===== config.mk =====
export PLATFORM = sky130hd
export DESIGN_NAME = sample_page_writer
export DESIGN_NICKNAME = d
export VERILOG_FILES = /design/src/rtl/sample_pkg.sv /design/src/rtl/page_fifo.sv /design/src/rtl/sample_page_writer.sv
export SDC_FILE = /design/constraint.sdc
export NUM_CORES = 1
export LEC_CHECK = 0
export CORE_AREA = 2 2 214 216
export DETAILED_ROUTE_END_ITERATION = 12
export DIE_AREA = 0 0 216 218
export DONT_BUFFER_PORTS = 1
export PLACE_DENSITY = 0.67
export SETUP_SLACK_MARGIN = 0.3
export SLEW_MARGIN = 20
export SYNTH_ARGS = -nofsm -noshare
export SYNTH_HDL_FRONTEND = slang
export SYNTH_SLANG_ARGS = --single-unit

===== constraint.sdc =====
create_clock -name clk -period 9.36 [get_ports clk]
set_input_delay 0.936 -clock clk [delete_from_list [all_inputs] [get_ports clk]]
set_output_delay 0.936 -clock clk [all_outputs]
set_load 0.05 [all_outputs]

===== src/rtl/sample_pkg.sv =====
// sample_pkg: shared constants and page entry type for the sample page writer
package sample_pkg;
    localparam int SAMPLE_PACKET_WIDTH = 32;
    localparam int PACKETS_PER_PAGE = 4;
    localparam int MEMORY_CAPACITY = 2**27;
    localparam int PAGE_WIDTH = SAMPLE_PACKET_WIDTH * PACKETS_PER_PAGE;
    localparam int BYTES_PER_PAGE = PAGE_WIDTH / 8;
    localparam int ADDR_WIDTH = $clog2(MEMORY_CAPACITY);
    localparam int LANE_BITS = $clog2(PACKETS_PER_PAGE);
    typedef struct packed {
        logic [ADDR_WIDTH-1:0] addr;
        logic [PAGE_WIDTH-1:0] data;
    } page_t;
endpackage


===== src/rtl/page_fifo.sv =====
// page_fifo: show-ahead shifting FIFO whose head is always entry 0
module page_fifo
    import sample_pkg::*;
#(
    parameter int DEPTH = 2
) (
    input  logic  clk,
    input  logic  reset,
    input  logic  push,
    input  logic  pop,
    input  page_t din,
    output page_t dout,
    output logic  full,
    output logic  empty
);
    localparam int CW = $clog2(DEPTH + 1);
    localparam int IW = DEPTH > 1 ? $clog2(DEPTH) : 1;
    page_t mem [DEPTH];
    logic [CW-1:0] count, count_n;
    logic [IW-1:0] wr_pos;
    logic do_push, do_pop;
    assign do_pop = pop & ~empty;
    assign do_push = push & (~full | do_pop);
    assign wr_pos = IW'(count - CW'(do_pop));
    assign count_n = count + CW'(do_push) - CW'(do_pop);
    assign dout = mem[0];
    always_ff @(posedge clk) begin
        if (reset) begin
            for (int i = 0; i < DEPTH; i++) mem[i] <= '0;
            count <= '0;
            empty <= 1'b1;
            full <= 1'b0;
        end else begin
            if (do_pop) for (int i = 0; i < DEPTH - 1; i++) mem[i] <= mem[i+1];
            if (do_push) mem[wr_pos] <= din;
            count <= count_n;
            empty <= count_n == '0;
            full <= count_n == CW'(DEPTH);
        end
    end
endmodule


===== src/rtl/sample_page_writer.sv =====
// sample_page_writer: assembles sample packets into pages and issues them to memory
module sample_page_writer
    import sample_pkg::*;
#(
    parameter int PAGE_FIFO_DEPTH = 2
) (
    input  logic                           clk,
    input  logic                           reset,
    input  logic                           start,
    input  logic                           running,
    input  logic [SAMPLE_PACKET_WIDTH-1:0] samplePacket,
    input  logic [31:0]                    sample_number,
    input  logic                           write_enable,
    output logic                           pageFull,
    output logic                           mem_wr_valid,
    input  logic                           mem_wr_ready,
    output logic [ADDR_WIDTH-1:0]          mem_wr_addr,
    output logic [PAGE_WIDTH-1:0]          mem_wr_data,
    output logic                           drained,
    output logic                           overflow,
    output logic                           seq_error,
    output logic [31:0]                    pages_written
);
    logic [PACKETS_PER_PAGE-1:0][SAMPLE_PACKET_WIDTH-1:0] lanes, lanes_n;
    logic [PACKETS_PER_PAGE-1:0] mask, mask_n;
    logic [LANE_BITS-1:0] lane, expected_lane;
    logic we, in_seq, close, pop, fifo_full, fifo_empty;
    page_t din, head;
    assign lane = sample_number[LANE_BITS-1:0];
    assign we = write_enable & running;
    assign in_seq = lane == expected_lane;
    // an out-of-sequence last lane restarts the mask instead of closing a partial page
    assign close = we & in_seq & (lane == LANE_BITS'(PACKETS_PER_PAGE - 1));
    assign pop = ~fifo_empty & mem_wr_ready;
    always_comb begin
        lanes_n = lanes;
        lanes_n[lane] = samplePacket;
        mask_n = !running ? '0 : !we ? mask : close ? '0
               : (in_seq ? mask : '0) | (PACKETS_PER_PAGE'(1) << lane);
        din.addr = ADDR_WIDTH'({sample_number[31:LANE_BITS], LANE_BITS'(0)} * 32'(SAMPLE_PACKET_WIDTH / 8));
        din.data = lanes_n;
    end
    always_ff @(posedge clk) begin
        if (reset) begin
            lanes <= '0;
            mask <= '0;
            expected_lane <= '0;
            pageFull <= 1'b1;
            overflow <= 1'b0;
            seq_error <= 1'b0;
            pages_written <= '0;
        end else begin
            if (we) lanes <= lanes_n;
            mask <= mask_n;
            pageFull <= mask_n == '0;
            expected_lane <= !running ? '0 : we ? lane + LANE_BITS'(1) : expected_lane;
            overflow <= (close & fifo_full & ~pop) | (overflow & ~start);
            seq_error <= (we & ~in_seq) | (seq_error & ~start);
            pages_written <= start ? '0 : pages_written + 32'(pop);
        end
    end
    page_fifo #(.DEPTH(PAGE_FIFO_DEPTH)) u_fifo (
        .clk(clk),
        .reset(reset),
        .push(close),
        .pop(pop),
        .din(din),
        .dout(head),
        .full(fifo_full),
        .empty(fifo_empty)
    );
    assign mem_wr_valid = ~fifo_empty;
    assign mem_wr_addr = head.addr;
    assign mem_wr_data = head.data;
    assign drained = pageFull & fifo_empty;
endmodule


# Word level (Yosys, flattened, before mapping)
# Memories as Yosys holds them, arrays and structs flattened.
# Index checks and enable logic that the tools add are counted.
[totals]
ff_bits = 173
ramBits = 310
inputBits = 70
output_inout_bits = 192
elab_cells = 73
mem_count = 1
[mem_list]
columns = ["name", "words", "word_bits", "read_ports", "rd_ports_with_merged_regs", "write_ports", "line", "text"]
rows = [
  ["u_fifo.mem", 2, 155, 2, 0, 2, "page_fifo.sv:18", "page_t mem [DEPTH];"],
]
[classes]
addsub = 5
magnitude_cmp = 2
eq_ne = 3
n_shift = 1
n_mux = 19
bitwise_logic = 23
n_reduce_logical = 6
[op_table]
columns = ["cell", "n"]
rows = [
  ["two-way mux 155 bit", 2],
  ["OR reduction 155 bit", 1],
  ["bitwise mux 128 bit", 1],
  ["demux 32 bit (select 2 bit)", 1],
  ["adder 32 x 1 -> 32 bit", 1],
  ["two-way mux 32 bit", 1],
  ["two-way mux 4 bit", 4],
  ["bitwise AND 1 bit", 12],
  ["two-way mux 1 bit", 10],
  ["inverter 1 bit", 6],
  ["equality test 2 bit (second input constant)", 2],
  ["logical NOT 4 bit", 1],
  ["bitwise OR 1 bit", 4],
  ["bitwise OR 4 bit", 1],
  ["OR reduction 2 bit", 2],
  ["left shift 1 x 2 -> 4 bit (first input constant)", 1],
  ["less-than comparator 2 x 3 -> 1 bit (second input constant)", 1],
  ["adder 2 x 1 -> 2 bit", 1],
  ["adder 2 x 1 -> 2 bit (second input constant)", 1],
  ["equality test 2 bit", 1],
  [">= comparator 2 x 1 -> 1 bit (second input constant)", 1],
  ["logical NOT 2 bit", 1],
  ["subtractor 2 x 1 -> 2 bit", 1],
  ["logical AND 1 bit", 1],
  ["subtractor 1 bit", 1],
]

# Longest topological paths before layout
# Gate-level depths: netlist of the first run.
[depth]
ltp_word = 10
ltp_mapped = 10
mapped_depth_nobuf = 8

# Modules after synthesis
# Synthesis of the first run repeated with hierarchy kept, for this count alone.
[hier_totals]
cells_unflattened = 1645
hier_area_um2 = 21177.8
[modules_own_cells]
columns = ["mod", "instances", "cells_per_inst", "area_per_inst_um2", "seq_area_each_um2"]
rows = [
  ["page_fifo", 1, 731, 13429.1, 9389.0],
  ["sample_page_writer", 1, 914, 7748.7, 3383.2],
]

# Worst setup path before layout of the first run
# OpenSTA, ideal clock, no wires.
[synth_path]
path_kind = "in2reg"
startpoint = "in sample_number[0]"
endpoint = "mem u_fifo.mem[0][0] in the netlist's numbering (enable)"
setup_time_ns = 1.643
t_arrival_ns = 5.732
t_required_ns = 7.717
setup_slack_ns = 1.985
cell_stages = 10
path_buffers = 5
cell_sequence = "ha_1 buf_2 and3_1 buf_2 o2111a_1 nand3_1 buf_2 buf_2 buf_2 nand3_1"
[synth_rtl]
columns = ["element", "line", "text"]
rows = [
  ["start: declaration", "sample_page_writer.sv:12", "input logic [31:0] sample_number,"],
  ["end: declaration", "page_fifo.sv:18", ""],
]

==> results of run 1 <==
cell usage after synthesis (11+ instances only):
library cell	n
nand4_1	11
nor2_1	170
or3_1	11
nand2_1	419
dfxtp_1	173
edfxtp_1	302
clkbuf_1	126
buf_2	21
nand3_1	21
o21ai_0	11
inv_1	39
mux2i_1	280
a21oi_1	146
placed cells by master, fill, tap and decap left out, types with 11 or more instances in the layout:
| cell | netlist | layout |
|---|---|---|
| clkbuf_1 | 126 | 15 |
| nand4_1 | 11 | 11 |
| a21oi_1 | 146 | 146 |
| dfxtp_1 | 173 | 173 |
| edfxtp_1 | 302 | 302 |
| o21ai_0 | 11 | 11 |
| or3_1 | 11 | 11 |
| inv_1 | 39 | 39 |
| nand3_1 | 21 | 14 |
| nor2_1 | 170 | 169 |
| buf_4 | 4 | 14 |
| mux2i_1 | 280 | 280 |
| clkbuf_16 | 0 | 53 |
| nand2_1 | 419 | 418 |
worst min-delay path by stage:
stage / slack (ns) / to / start / cells past startpoint
after global routing: 0.39 / lanes[43]$_SDFFE_PP0N_ / reset / 1
after floorplan: 0.44 / lanes[0]$_SDFFE_PP0N_ / lanes[0]$_SDFFE_PP0N_ / 2
final: 0.42 / lanes[43]$_SDFFE_PP0N_ / reset / 1
after global placement: 0.44 / lanes[14]$_SDFFE_PP0N_ / lanes[14]$_SDFFE_PP0N_ / 2
after CTS: 0.39 / lanes[49]$_SDFFE_PP0N_ / reset / 1
after detailed placement: 0.44 / lanes[44]$_SDFFE_PP0N_ / lanes[44]$_SDFFE_PP0N_ / 2
metrics by stage:
stage / hold slack (ns) / utilization (%) / instance area (µm²) / power [mW] / setup slack [ns]
6_report: 0.422 / 49.1 / 22000 / 5.09 / 4.18
3_5_place_dp: 0.440 / 45.4 / 20400 / 3.17 / 3.45
5_1_grt: 0.393 / 49.1 / 22000 / 5.26 / 3.87
4_1_cts: 0.394 / 49.0 / 22000 / 5.14 / 4.08
3_3_place_gp: 0.435 / 45.4 / 20400 / 3.16 / 3.66
2_1_floorplan: 0.436 / - / 20000 / 3.10 / 1.99
sequential cells by signal, summed over array words and instances, names as in the netlist, 2 cells and up:
signal         flops
expected_lane      2
lanes            128
mask               4
pages_written     32
u_fifo.count       2
u_fifo.mem       302
power groups by stage:
| stage | clock (mW) | combinational (mW) | sequential [mW] |
|---|---|---|---|
| final | 1.97 | 0.295 | 2.83 |
| after global routing | 2.10 | 0.327 | 2.84 |
| after CTS | 2.01 | 0.299 | 2.83 |
| after detailed placement | 0 | 0.298 | 2.87 |
| after global placement | 0 | 0.287 | 2.87 |
| after floorplan | 0 | 0.238 | 2.86 |
worst max-delay path, stage by stage:
cell and delay [ns]:
ha_2 0.14, buf_4 0.55, and3_1 0.26, buf_4 0.41
o2111a_1 0.41, nand3_4 0.74, nand3_4 1.14, buf_4 0.66
kinds of logic (layout without fill, tap and decap cells):
family,count (synthesis),after routing,synth area share (%)
AND/OR/NAND/NOR,671,671,13.6
flip-flops,475,475,62.6
AO/OA/AOI/OAI,177,177,4.69
buffers and inverters,194,151,3.85
multiplexers,280,280,14.0
XOR/XNOR,16,16,0.700
other,1,4,0.0187
adder cells (fa/ha/maj),8,8,0.500
layout make-up:
| type | instances | area (µm²) | share of cell area (%) |
|---|---|---|---|
| sequential | 475 | 12500 | 56.9 |
| multi-input combinational | 1156 | 6810 | 30.9 |
| clock buffer | 75 | 1480 | 6.71 |
| tap | 600 | 751 | 3.41 |
| clock inverter | 21 | 166 | 0.756 |
| inverter | 39 | 146 | 0.665 |
| timing repair buffer | 16 | 145 | 0.659 |
layer usage:
metal	GRT usage [%]	share of wire [%]
met1	26.6	44
met2	33.0	46
met4	5.64	2.1
met3	5.84	7.6
met5	0	0
==> impl_metrics.env, run 1 <==
export IMPL_status="completed"
export IMPL_cts_sinks=475
export IMPL_antenna_found_initial=0
export IMPL_netlist_top_cell_by_area="edfxtp_1"
export IMPL_synth_top_area_share_pct=45.3
export IMPL_hold_viol_final=0
export IMPL_async_reset_ff_share_pct=0
export IMPL_swShare_pct=28.7
export IMPL_r2r_end="u_fifo.mem[0][116]$_DFFE_PP_"
export IMPL_stdcell_count=2382
export IMPL_ys_seq_area_share_pct=62.6
export IMPL_cts_hold_fix_buffers=0
export IMPL_netlist_instances=1822
export IMPL_synth_cell_types=38
export IMPL_initial_core_util_pct=44.6
export IMPL_grt_max_degree=138
export IMPL_switchingPower_mw=1.46
export IMPL_h_tree_depth=2
export IMPL_worstSetupStartpoint="sample_number[0]"
export IMPL_slew_viol_final=0
export IMPL_r2r_slack_ns=5.10
export IMPL_synthToLayoutAreaGrowth_pct=10.1
export IMPL_skew_ns=0.0106
export IMPL_gp_congestion=0.765
export IMPL_io_buffer_count=0
export IMPL_dpl_hpwl_mm=28.6
export IMPL_power_density_nw_per_um2=231
export IMPL_cap_viol_max_count=0
export IMPL_wl_per_cell_um=20.2
export IMPL_routed_wl_mm=48.1
export IMPL_drc=0
export IMPL_firstDrtPassIters=5
export IMPL_cts_root_buf="clkbuf_16"
export IMPL_clk_latency_ns=0.59
export IMPL_crit_fanout=61
export IMPL_leakagePower_nw=8.40
export IMPL_arrival_ns=5.39
export IMPL_max_freq_ghz=0.193
export IMPL_placed_cells=2285
export IMPL_nFillCells=4033
export IMPL_antenna_left=0
export IMPL_period_share_pct=55.3
export IMPL_cts_tree="yes"
export IMPL_grt_pass1_wl_mm=74.1
export IMPL_ys_flop_type="edfxtp_1"
export IMPL_antenna_cells=0
export IMPL_die_height_um=218
export IMPL_dieArea_um2=47100
export IMPL_setup_viol=0
export IMPL_clk_path_buf_depth=3
export IMPL_ir_worst_vdd_mv=0.177
export IMPL_power_frac_comb_pct=5.8
export IMPL_start_kind="input pin"
export IMPL_grt_pass1_vias=12600
export IMPL_syn_avg_cell_area_um2=11.0
export IMPL_yosysWarningCount=0
export IMPL_seqPwrFrac_pct=55.5
export IMPL_first_iter_violations=867
export IMPL_reg2reg_depth=5
export IMPL_gr_total_overflow=0
export IMPL_yosys_top_cells_area="edfxtp_1 (45%), dfxtp_1 (17%), mux2i_1 (14%)"
export IMPL_synth_enable_flop_cells=302
export IMPL_required_ns=9.57
export IMPL_clk_pin_slew_ns=0.06
export IMPL_grtUsageTotal_pct=20.3
export IMPL_maxSlewHeadroom_pct=28.8
export IMPL_rows=78
export IMPL_cts_setup_buffers=0
export IMPL_min_path_type="in -> reg"
export IMPL_nets=1817
export IMPL_critPathKind="in -> reg"
export IMPL_pin_count=262
export IMPL_drive_above_1_share_pct=5.84
export IMPL_tightest_slew_ns=1.07
export IMPL_synth_seq_cells=475
export IMPL_synth_cell_area_um2=20000
export IMPL_cts_resized_gates=0
export IMPL_finalSetupTns_ns=0
export IMPL_via_count=12800
export IMPL_cts_made_buffers=51
export IMPL_core_um2=44900
export IMPL_fin_crit_ns=5.18
export IMPL_rsz0062_at_grt="false"
export IMPL_fp_dieW_um=216
export IMPL_end_kind="register"
export IMPL_intPower_mw=3.63
export IMPL_r2r_start="expected_lane[1]$_SDFFE_PP0N_"
export IMPL_viasPerCell=5.36
export IMPL_worstSetupEndpoint="u_fifo.mem[0][116]$_DFFE_PP_"
export IMPL_clockPowerShare_pct=38.7
Note: power is estimated with default switching activity, not from simulation.
==> inputs of run 2 (changes only) <==
--- a/config.mk
+++ b/config.mk
@@ -9,7 +9,7 @@
 export DETAILED_ROUTE_END_ITERATION = 12
 export DIE_AREA = 0 0 216 218
 export DONT_BUFFER_PORTS = 1
-export PLACE_DENSITY = 0.67
+export PLACE_DENSITY = 0.7
 export SETUP_SLACK_MARGIN = 0.3
 export SLEW_MARGIN = 20
 export SYNTH_ARGS = -nofsm -noshare
==> constraint.sdc (replaced) <==
create_clock -name clk -period 4.65 [get_ports clk]
set_input_delay 0.465 -clock clk [delete_from_list [all_inputs] [get_ports clk]]
set_output_delay 0.465 -clock clk [all_outputs]
set_load 0.05 [all_outputs]
==> impl_metrics.env, run 2 (synthesis gave the netlist of run 1 again) <==
export IMPL_status="completed"
export IMPL_grt_pass1_wl_mm=77.6
export IMPL_maxSlewHeadroom_pct=31.1
export IMPL_initial_core_util_pct=44.6
export IMPL_mostFrequentLayoutCell="nand2_1"
export IMPL_slew_viol_final=0
export IMPL_largest_reg_flops=302
export IMPL_routed_wl_mm=51.4
export IMPL_wl_per_cell_um=21.3
export IMPL_nets=1854
export IMPL_fin_crit_ns=3.49
export IMPL_clk_latency_ns=0.58
export IMPL_crit_fanout=85
export IMPL_grt_busiest_layer="met2"
export IMPL_arrival_ns=3.77
export IMPL_firstDrtPassIters=5
export IMPL_fp_dieW_um=216
export IMPL_dieArea_um2=47100
export IMPL_met2_usage_pct=34.3
export IMPL_required_ns=4.93
export IMPL_drc=0
export IMPL_cts_resized_gates=0
export IMPL_grt_pass1_vias=12900
export IMPL_fin_ws_ns=1.16
export IMPL_reg_top3="u_fifo.mem: 302 flops, lanes: 128 flops, pages_written: 32 flops"
export IMPL_clk_pin_slew_ns=0.06
export IMPL_regArea_um2=12500
export IMPL_antenna_found_initial=1
export IMPL_tightest_slew_ns=1.03
export IMPL_antenna_cells=0
export IMPL_drive_above_1_share_pct=6.00
export IMPL_max_freq_ghz=0.286
export IMPL_multi_input_area_um2=6820
export IMPL_cts_setup_buffers=0
export IMPL_cts_tree="yes"
export IMPL_end_kind="register"
export IMPL_top_register="u_fifo.mem"
export IMPL_power_density_nw_per_um2=464
export IMPL_setup_viol=0
export IMPL_grt_use_met1_pct=29.3
export IMPL_ir_worst_vdd_mv=0.333
export IMPL_rows=78
export IMPL_h_tree_depth=2
export IMPL_antenna_left=0
export IMPL_cap_viol_max_count=0
export IMPL_post_place_ws_ns=0.806
export IMPL_layout_common_cells="nand2_1 (418), edfxtp_1 (302), mux2i_1 (280)"
export IMPL_finalSetupTns_ns=0
export IMPL_viasPerCell=5.45
export IMPL_skew_ns=0.0155
export IMPL_cts_made_buffers=49
export IMPL_critPathKind="reg -> reg"
export IMPL_first_iter_violations=930
export IMPL_min_path_type="in -> reg"
export IMPL_grt_max_degree=133
export IMPL_cts_root_buf="clkbuf_16"
export IMPL_synthToLayoutAreaGrowth_pct=12.5
export IMPL_pin_count=262
export IMPL_die_height_um=218
export IMPL_rsz0062_at_grt="false"
export IMPL_hold_viol_final=0
export IMPL_grt_met3_usage_pct=6.11
export IMPL_period_share_pct=75.1
export IMPL_start_kind="register"
export IMPL_nFillCells=3948
export IMPL_cts_sinks=475
export IMPL_gr_total_overflow=0
export IMPL_grtUsageTotal_pct=21.6
export IMPL_core_um2=44900
export IMPL_clk_path_buf_depth=3
export IMPL_dpl_hpwl_mm=28.5
export IMPL_io_buffer_count=0
export IMPL_via_count=13200
export IMPL_gp_congestion=0.753
export IMPL_leakagePower_nw=8.60
==> run 2: changes by cell type in the layout (fill, tap and decap cells not counted), moves of 3 or more <==
cell	delta
dlygate4sd3_1	+37
bufinv_16	+5
clkbuf_1	-5
buf_12	+3
clkbuf_16	-3
==> run 2: final cells by class <==
type,instances,share of cell area [%]
clock buffers,65,6.03
clock inverters,26,1.44
inverters,39,0.650
multi-input cells,1156,30.3
flip-flops and latches,475,55.7
well taps,600,3.33
repair buffers,55,2.61
==> run 2: stage by stage <==
stage          utilization, %  cells  hold WS, ns  total power [mW]  cell area, µm²
5_1_grt                  50.2   2416      0.00715              10.8           22500
2_1_floorplan               -   1825        0.436              6.20           20000
3_3_place_gp             45.5   2287        0.436              6.36           20400
6_report                 50.2   2416       0.0252              10.4           22500
4_1_cts                  50.1   2415    0.0000905              10.5           22500
3_5_place_dp             45.5   2287        0.441              6.39           20400
==> run 2: what timing repair did <==
| action | in CTS | in global routing |
|---|---|---|
| endpoints found under the hold margin | 133 | 1 |
| endpoints found under the setup margin | 0 | 0 |
| hold buffers | 37 | 1 |
==> run 2: layer usage <==
| metal | share of wire, % | up-vias | wire length, µm |
|---|---|---|---|
| met5 | 0 | - | 0 |
| met4 | 1.9 | 0 | 973 |
| met3 | 8.3 | 67 | 4270 |
| met2 | 46 | 471 | 23400 |
| met1 | 44 | 6467 | 22700 |
| li1 | - | 6154 | - |
==> run 2: final timing paths <==
path / slack, ns / end / cells after the start / from
max reg2reg: 1.16 / u_fifo.mem[1][146]$_SDFFCE_PN0P_ / 8 / u_fifo.empty$_SDFF_PP1_
min: 0.03 / lanes[116]$_SDFFE_PP0N_ / 2 / samplePacket[20]
min reg2reg: 0.45 / lanes[21]$_SDFFE_PP0N_ / 2 / lanes[21]$_SDFFE_PP0N_
max: 1.16 / u_fifo.mem[1][146]$_SDFFCE_PN0P_ / 8 / u_fifo.empty$_SDFF_PP1_
==> run 2: report_power, final <==
part	total [mW]	switching, mW	internal, mW
registers	5.68	0.841	4.84
clock network	4.08	1.63	2.45
logic	0.682	0.494	0.188
==> run 2: worst max-delay path, cell delays in order, from the launching register on <==
cell and delay [ns]:
dfxtp_1 0.33, nand2b_1 0.35, inv_1 0.13, ha_1 0.37, inv_1 0.11, nand3_4 0.35, buf_4 0.51, buf_4 0.81
nor2_1 0.11
==> inputs of run 3 (changes only) <==
==> constraint.sdc (replaced) <==
create_clock -name clk -period 2.95 [get_ports clk]
set_input_delay 0.295 -clock clk [delete_from_list [all_inputs] [get_ports clk]]
set_output_delay 0.295 -clock clk [all_outputs]
set_load 0.05 [all_outputs]
==> impl_metrics.env, run 3 (synthesis gave the netlist of run 1 again) <==
export IMPL_r2r_start="expected_lane[0]$_SDFFE_PP0N_"
export IMPL_layout_common_cells="nand2_1 (418), edfxtp_1 (302), mux2i_1 (280)"
export IMPL_seqPwrFrac_pct=54.1
export IMPL_h_tree_depth=2
export IMPL_start_kind="register"
export IMPL_reg2reg_depth=5
export IMPL_drc=0
export IMPL_antenna_left=0
export IMPL_slew_viol_final=0
export IMPL_cap_viol_max_count=0
export IMPL_core_um2=44900
export IMPL_period_share_pct=84.4
export IMPL_leakagePower_nw=8.92
export IMPL_status="completed"
export IMPL_nets=1916
export IMPL_min_path_type="in -> reg"
export IMPL_whs_path_depth=2
export IMPL_tightest_slew_ns=0.812
export IMPL_gp_congestion=0.784
export IMPL_clockPowerShare_pct=38.8
export IMPL_required_ns=3.19
export IMPL_cts_sinks=475
export IMPL_die_height_um=218
export IMPL_setup_viol=0
export IMPL_arrival_ns=2.73
export IMPL_grt_max_degree=152
export IMPL_antenna_found_initial=5
export IMPL_initial_core_util_pct=44.6
export IMPL_fin_area_um2=23100
export IMPL_switchingPower_mw=4.73
export IMPL_swShare_pct=28.5
export IMPL_fin_crit_ns=2.49
export IMPL_drive_above_1_share_pct=7.56
export IMPL_pin_count=262
export IMPL_gr_total_overflow=0
export IMPL_via_count=13300
export IMPL_hold_start="samplePacket[10]"
export IMPL_total_power_mw=16.6
export IMPL_r2r_slack_ns=0.46
export IMPL_grt_pass1_wl_mm=76.5
export IMPL_grt_pass1_vias=12900
export IMPL_rows=78
export IMPL_grtUsageTotal_pct=21.1
export IMPL_firstDrtPassIters=5
export IMPL_critPathKind="reg -> reg"
export IMPL_r2r_end="u_fifo.mem[0][98]$_DFFE_PP_"
export IMPL_maxSlewHeadroom_pct=45.9
export IMPL_postPlaceCellArea_um2=20700
export IMPL_skew_ns=0.0236
export IMPL_max_freq_ghz=0.401
export IMPL_cts_setup_buffers=0
export IMPL_cts_tree="yes"
export IMPL_fp_dieW_um=216
export IMPL_top_register="u_fifo.mem"
export IMPL_reg_top3="u_fifo.mem: 302 flops, lanes: 128 flops, pages_written: 32 flops"
export IMPL_hold_viol_final=0
export IMPL_largest_reg_flops=302
export IMPL_synthToLayoutAreaGrowth_pct=15.6
export IMPL_clk_latency_ns=0.58
export IMPL_clk_path_buf_depth=3
export IMPL_io_buffer_count=0
export IMPL_cts_made_buffers=50
export IMPL_min_to="u_fifo.mem[1][106]$_SDFFCE_PN0P_"
export IMPL_first_iter_violations=910
export IMPL_rsz0062_at_grt="false"
export IMPL_power_frac_comb_pct=7.1
export IMPL_viasPerCell=5.38
export IMPL_end_kind="register"
export IMPL_routed_wl_mm=51.0
export IMPL_dpl_hpwl_mm=29.1
export IMPL_cts_root_buf="clkbuf_16"
export IMPL_fin_ws_ns=0.459
export IMPL_ir_worst_vdd_mv=0.692
export IMPL_crit_fanout=64
export IMPL_dieArea_um2=47100
export IMPL_power_density_nw_per_um2=716
export IMPL_wl_per_cell_um=20.5
export IMPL_intPower_mw=11.8
export IMPL_clk_pin_slew_ns=0.06
export IMPL_mostFrequentLayoutCell="nand2_1"
export IMPL_post_place_ws_ns=0.414
## run 3: changes by cell type in the layout (fill, tap and decap cells not counted), moves of 2 or more
| cell | before | now |
|---|---|---|
| buf_12 | 5 | 9 |
| buf_4 | 12 | 39 |
| clkbuf_1 | 10 | 15 |
| clkbuf_16 | 50 | 52 |
| clkinv_1 | 6 | 3 |
| clkinv_2 | 7 | 9 |
| clkinvlp_4 | 3 | 1 |
| diode_2 | 0 | 3 |
| dlygate4sd3_1 | 37 | 66 |
## run 3: worst max-delay path by stage
stage / startpoint / endpoint / slack, ns / cells past startpoint
2_1_floorplan: sample_number[0] / u_fifo.mem[0][0]$_DFFE_PP_ / -0.30 / 10
3_3_place_gp: u_fifo.empty$_SDFF_PP1_ / pages_written[16]$_SDFF_PP0_ / 0.44 / 9
3_5_place_dp: expected_lane[1]$_SDFFE_PP0N_ / u_fifo.mem[0][99]$_DFFE_PP_ / 0.41 / 5
4_1_cts: u_fifo.empty$_SDFF_PP1_ / pages_written[16]$_SDFF_PP0_ / 0.40 / 9
5_1_grt: u_fifo.empty$_SDFF_PP1_ / pages_written[20]$_SDFF_PP0_ / 0.30 / 9
6_report: expected_lane[0]$_SDFFE_PP0N_ / u_fifo.mem[0][98]$_DFFE_PP_ / 0.46 / 5
## run 3: area by class of cell
class                      instances  area, µm²
antenna                            3       7.51
clock buffer                      72       1430
clock inverter                    20        253
fill                            3945      21800
inverter                          39        146
multi-input combinational       1157       6850
sequential                       475      12500
tap                              600        751
timing repair buffer             115       1160
## run 3: power by group through the flow
stage	Combinational [mW]	Clock, mW	Sequential [mW]
6_report	1.18	6.43	8.96
5_1_grt	1.28	6.83	9.00
4_1_cts	1.17	6.57	8.97
3_5_place_dp	0.991	0	9.10
3_3_place_gp	0.965	0	9.09
2_1_floorplan	0.763	0	9.01
## run 3: layer usage
| metal | wire length [µm] | vias up | share of wire [%] | global-route usage, % |
|---|---|---|---|---|
| li1 | - | 6280 | - | - |
| met1 | 22200 | 6551 | 44 | 28.9 |
| met2 | 23700 | 453 | 46 | 33.5 |
| met3 | 4230 | 51 | 8.3 | 5.56 |
| met4 | 850 | 2 | 1.7 | 5.41 |
| met5 | 11 | - | 0.022 | 0 |
## run 3: per-stage QoR
stage | hold WS, ns | TNS (ns) | utilization, % | cells
2_1_floorplan | 0.390 | -74.73 | - | 1825
3_3_place_gp | 0.383 | 0 | 46.2 | 2318
3_5_place_dp | 0.384 | 0 | 46.2 | 2318
4_1_cts | 0.0000490 | 0 | 51.5 | 2477
5_1_grt | 0.0304 | 0 | 51.5 | 2479
6_report | 0.0256 | 0 | 51.5 | 2481
## run 3: timing repair
item / 4_1_cts / 5_1_grt
setup endpoints to repair: 0 / 70
endpoints found under the hold margin: 304 / 0
hold buffers: 67 / 0
gates resized for setup: 0 / 2
## run 3: worst max-delay path, stage by stage (launching register included)
cell      delay [ns]
dfxtp_1         0.32
xnor2_1         0.40
o2111a_1        0.42
nand3_4         0.24
nand3_4         0.35
buf_12          0.36
